===== src/rtl/ctb_int_broadcaster.sv =====
// rtl/ctb_int_broadcaster.sv - integer CTB producer: tracks ALU/MUL/DIV latency and broadcasts PRF tags
`ifndef ISSUE_WIDTH_INT
`define ISSUE_WIDTH_INT 3
`endif
`ifndef PRF_INT_INDEX_SIZE
`define PRF_INT_INDEX_SIZE 7
`endif

module ctb_int_broadcaster #(
  parameter int MUL_LATENCY = 3,
  parameter int DIV_LATENCY = 16
) (
  input  logic                                                   clock,
  input  logic                                                   reset,
  input  logic                                                   flush,
  input  logic [`ISSUE_WIDTH_INT-1:0]                            issue_valid,
  input  logic [`ISSUE_WIDTH_INT-1:0][1:0]                       issue_fu,
  input  logic [`ISSUE_WIDTH_INT-1:0]                            issue_rd_write,
  input  logic [`ISSUE_WIDTH_INT-1:0][`PRF_INT_INDEX_SIZE-1:0]   issue_rd_index,
  output logic [`ISSUE_WIDTH_INT-1:0]                            ctb_valid,
  output logic [`ISSUE_WIDTH_INT-1:0][`PRF_INT_INDEX_SIZE-1:0]   ctb_prf_int_index,
  output logic [`ISSUE_WIDTH_INT-1:0]                            ex_busy,
  output logic                                                   err
);

  localparam int W  = `ISSUE_WIDTH_INT;
  localparam int IW = `PRF_INT_INDEX_SIZE;
  localparam int CW = $clog2(DIV_LATENCY) + 1;
  localparam logic [1:0] FU_MUL = 2'd2;
  localparam logic [1:0] FU_DIV = 2'd3;

  typedef enum logic {IDLE, BUSY} div_state_t;

  logic [MUL_LATENCY-1:1] s_valid;
  logic [MUL_LATENCY-1:1] s_write;
  logic [IW-1:0]          s_index [MUL_LATENCY-1:1];

  div_state_t    div_state;
  logic [CW-1:0] cnt;
  logic          div_write;
  logic [IW-1:0] div_index;

  logic [W-1:0] accept, is_mul, is_div, wrong_pipe, alu;
  logic         violation;

  // Pipe 1 is blocked while its last MUL stage is about to claim the CTB port; pipe 2 while a DIV iterates.
  assign ex_busy = {div_state == BUSY, s_valid[MUL_LATENCY-1], 1'b0};

  always_comb begin
    accept     = '0;
    is_mul     = '0;
    is_div     = '0;
    wrong_pipe = '0;
    alu        = '0;
    for (int i = 0; i < W; i++) begin
      accept[i]     = issue_valid[i] && !flush && !ex_busy[i];
      is_mul[i]     = (i == 1) && (issue_fu[i] == FU_MUL);
      is_div[i]     = (i == 2) && (issue_fu[i] == FU_DIV);
      wrong_pipe[i] = ((issue_fu[i] == FU_MUL) && (i != 1)) || ((issue_fu[i] == FU_DIV) && (i != 2));
      alu[i]        = accept[i] && !is_mul[i] && !is_div[i];
    end
  end

  assign violation = |(issue_valid & {W{!flush}} & (ex_busy | wrong_pipe));

  always_ff @(posedge clock or posedge reset) begin
    if (reset) begin
      ctb_valid         <= '0;
      ctb_prf_int_index <= '0;
      err               <= 1'b0;
      s_valid           <= '0;
      s_write           <= '0;
      for (int k = 1; k < MUL_LATENCY; k++) s_index[k] <= '0;
      div_state         <= IDLE;
      cnt               <= '0;
      div_write         <= 1'b0;
      div_index         <= '0;
    end else begin
      err       <= violation;
      ctb_valid <= '0;
      if (flush) begin
        s_valid   <= '0;
        div_state <= IDLE;
        cnt       <= '0;
      end else begin
        s_valid[1] <= accept[1] && is_mul[1];
        s_write[1] <= issue_rd_write[1];
        s_index[1] <= issue_rd_index[1];
        for (int k = 2; k < MUL_LATENCY; k++) begin
          s_valid[k] <= s_valid[k-1];
          s_write[k] <= s_write[k-1];
          s_index[k] <= s_index[k-1];
        end

        for (int i = 0; i < W; i++) begin
          if (alu[i] && issue_rd_write[i]) begin
            ctb_valid[i]         <= 1'b1;
            ctb_prf_int_index[i] <= issue_rd_index[i];
          end
        end

        if (s_valid[MUL_LATENCY-1] && s_write[MUL_LATENCY-1]) begin
          ctb_valid[1]         <= 1'b1;
          ctb_prf_int_index[1] <= s_index[MUL_LATENCY-1];
        end

        case (div_state)
          IDLE: begin
            if (accept[2] && is_div[2]) begin
              div_state <= BUSY;
              cnt       <= CW'(DIV_LATENCY - 1);
              div_write <= issue_rd_write[2];
              div_index <= issue_rd_index[2];
            end
          end
          BUSY: begin
            if (cnt == CW'(1)) begin
              if (div_write) begin
                ctb_valid[2]         <= 1'b1;
                ctb_prf_int_index[2] <= div_index;
              end
              div_state <= IDLE;
              cnt       <= '0;
            end else begin
              cnt <= cnt - CW'(1);
            end
          end
          default: div_state <= IDLE;
        endcase
      end
    end
  end

endmodule


===== config.mk =====
export PLATFORM = sky130hd
export DESIGN_NAME = ctb_int_broadcaster
export DESIGN_NICKNAME = d
export VERILOG_FILES = /design/src/rtl/ctb_int_broadcaster.sv
export SDC_FILE = /design/constraint.sdc
export NUM_CORES = 1
export LEC_CHECK = 0
export ABC_AREA = 1
export CAP_MARGIN = 10
export CORE_ASPECT_RATIO = 1.75
export CORE_UTILIZATION = 55
export CTS_BUF_LIST = sky130_fd_sc_hd__clkbuf_4
export DETAILED_ROUTE_END_ITERATION = 10
export GPL_TIMING_DRIVEN = 0
export PLACE_DENSITY = 0.88
export SYNTH_ARGS = -nofsm -noshare
export SYNTH_HDL_FRONTEND = slang
export SYNTH_SLANG_ARGS = --single-unit

===== constraint.sdc =====
create_clock -name clock -period 2.8 [get_ports clock]
set_input_delay 0.42 -clock clock [delete_from_list [all_inputs] [get_ports clock]]
set_output_delay 0.42 -clock clock [all_outputs]
set_load 0.005 [all_outputs]

==> metrics.md <==
| Metric | Value |
|---|---|
| Setup TNS | 0 ps |
| Ys Warns | 0 |
| Fraction of layout cells with a size suffix above 1 | 0.09231 |
| Peak VDD IR | 473.4 uV |
| Largest net degree at the start of global routing | 43 |
| Worst-path fanout max | 5 |
| Worst EP required | 2380 ps |
| Leak | 0.001758 uW |
| Hold Crit Class | in -> async |
| Grt ovf | 0 |
| Crit path kind | reg -> out |
| 1st-iter DRT viols | 68 |
| CTS tree | built |
| Vias in the first global route | 2,309 |
| Rows | 32 |
| Setup repair bufs after CTS | 0 |
| Seq/Total Area, Yosys | 0.5556 |
| Flop pwr share | 0.480 |
| Layout area overhead | 33.19% |
| Die Ht | 92.38 um |
| Antenna viol nets, final | 0 |
| Post-Syn Area | 2567 um^2 |
| Yosys reg bits | 57 |
| R2R Path End | ctb_prf_int_index[17] |
| CTS Sinks | 57 |
| Design Area, Final | 3420 um^2 |
| Die Width | 53.65 um |
| Initial antenna violation count | 0 |
| Post-DP HPWL | 4226 um |
| Gate Count Post-Synth | 312 |
| Post-CTS Hold Fix Bufs | 0 |
| Setup crit end kind | output port |
| Mapped Nets | 350 |
| First-pass GRT wire length | 9646 um |
| Htree depth | 3 |
| Routability cong. | 0.8581 |
| Clk root buf | clkbuf_4 |
| Hold Violations, Final | 0 |
| I/O Buffers | 61 |
| Unrepaired setup endpoints after global routing | false |
| Fin crit share | 0.6595 |
| DRT Pass-1 Iters | 4 |
| P_sw | 542.0 uW |
| DP Area | 3262 um^2 |
| Pwr dens | 604.9 nW/um^2 |
| Core area | 4444 um^2 |
| Syn_area_per_cell | 8.229 um^2 |
| Clock buffer count from CTS | 9 |
| Maxcap violations | 0 |
| Logic pwr share | 0.195 |
| I/O pins | 64 |
| Skew final | 9.529 ps |
| Slew @ Worst Pin | 501.9 ps |
| Fmax | 541.5 MHz |
| Final setup viols | 0 |
| R2r startpoint | cnt[1] |
| DR vias/cell | 5.007 |
| # DRC | 0 |
| Bufs on Longest Clock Path | 2 |
| Clk pin slew, worst setup/hold paths | 100 ps |
| Sw Share | 0.2620 |
| Mean routed wirelength per cell | 12.63 um |
| Min Clock Period, post-route | 1847 ps |
| Status | completed |
| Nets@finish | 423 |
| Detailed Route WL | 5572 um |
| Cell Int Power | 1526 uW |
| Tot GR Track Use | 0.2726 |
| Initial Util | 0.5777 |
| Latest clock arrival within the worst-skew pair | 390 ps |
| Clock power frac | 0.325 |
| # diodes | 0 |
| Worst relative slew slack | 0.6654 |
| R2R cell count | 9 |
| Post-CTS resize count | 0 |
| Final max-slew violation count | 0 |
| Crit start category | register |
| CP arrival | 1430 ps |
| DIE AREA | 4956 um^2 |
| Synth cell types | 27 |
| Vias | 2,208 |
| R2r setup slk | 1140 ps |
[cell usage in the layout, fill, tap and decap left out, types with 3 or more instances in the layout]
cell,count
nand2_2,3
a21oi_1,10
inv_1,29
clkdlybuf4s50_1,61
nor2_1,15
clkbuf_1,5
o21ai_1,3
nand3_1,12
buf_4,5
o21ai_0,23
dfrtp_1,57
clkbuf_4,10
nand2_1,129
[area by class of cell]
cell class | count | area [um^2]
fillers | 316 | 1025
plain buffers | 11 | 61.31
inverters | 33 | 126.4
repair buffers | 62 | 630.6
clock inverters | 6 | 82.58
well taps | 51 | 63.81
flip-flops and latches | 57 | 1426
multi-input cells | 211 | 953.4
clock buffers | 10 | 75.07
[state kept, by name, summed over array words and instances, names as in the netlist]
register           flops
ctb_valid              3
err                    1
ctb_prf_int_index     21
s_index               14
div_write              1
s_write                2
s_valid                2
div_index              7
div_state              1
cnt                    5
[cells by family (layout without fill, tap and decap cells)]
family          after synthesis  in the layout  share of synthesized area
buf+inv                      44            122                    0.07310
flops                        57             57                     0.5556
other cells                   1              1                   0.001461
compound gates               39             39                    0.08285
fa+ha+maj                     2              2                   0.009745
simple gates                169            169                     0.2773
[layer usage]
metal | wire, um | vias up | track usage
li1 | - | 1115 | -
met2 | 3105 | 68 | 0.4719
met1 | 2103 | 1013 | 0.2851
met5 | 0 | - | 0
met3 | 219 | 12 | 0.07061
met4 | 143 | 0 | 0.1447
[Yosys cell counts]
cell type / n / share of area
a21oi_1: 10 / 0.019
a21oi_4: 1 / 0.0063
buf_2: 1 / 0.0019
buf_4: 5 / 0.015
clkbuf_1: 5 / 0.0073
clkinv_1: 1 / 0.0015
conb_1: 1 / 0.0015
dfrtp_1: 57 / 0.56
ha_1: 2 / 0.0097
inv_1: 30 / 0.044
inv_2: 1 / 0.0015
inv_4: 1 / 0.0024
nand2_1: 129 / 0.19
nand2_2: 3 / 0.0073
nand2_4: 2 / 0.0088
nand3_1: 12 / 0.023
nand3_2: 1 / 0.0039
nand3_4: 1 / 0.0068
nand4_1: 2 / 0.0049
nor2_1: 15 / 0.022
nor2_2: 2 / 0.0049
nor2_4: 1 / 0.0044
nor4_1: 1 / 0.0024
o21a_1: 1 / 0.0029
o21ai_0: 23 / 0.045
o21ai_1: 3 / 0.0058
o221ai_1: 1 / 0.0034
[worst max path at each step]
stage | from | to | slack, ps | cells after the start
floorplan | reset | cnt[0] | 980 | 1
global placement | reset | cnt[0] | 10 | 2
detailed placement | flush | ctb_prf_int_index[20] | 730 | 9
CTS | s_valid[2] | ex_busy[1] | 950 | 2
global route | s_valid[2] | ex_busy[1] | 890 | 2
finish | s_valid[2] | ex_busy[1] | 950 | 2
[stage by stage]
stage | setup WS, ps | power [uW] | instances | utilization | hold WS (ps)
after CTS | 949.3 | 2083 | 441 | 0.7694 | 305.5
after global routing | 887.8 | 2183 | 441 | 0.7694 | 318.9
after detailed placement | 734.3 | 1415 | 425 | 0.7340 | 458.3
final | 953.3 | 2068 | 441 | 0.7694 | 304.4
after global placement | 11.11 | 1389 | 424 | 0.7294 | 438.4
after floorplan | 980.4 | 1173 | 312 | - | 434.0
[worst max-delay path, cell delays in order, from the launching register on]
cell and delay, ps:
dfrtp_1 430, buf_4 130, clkdlybuf4s50_1 480
[power by group through the flow]
stage                     clock network, uW  registers (uW)  logic, uW
final                                   673             993        403
after global routing                    722            1010        454
after detailed placement                  0            1010        406
after CTS                               680             995        408
after floorplan                           0            1010        168
after global placement                    0            1000        386
Power figures use the tool's default switching activity.
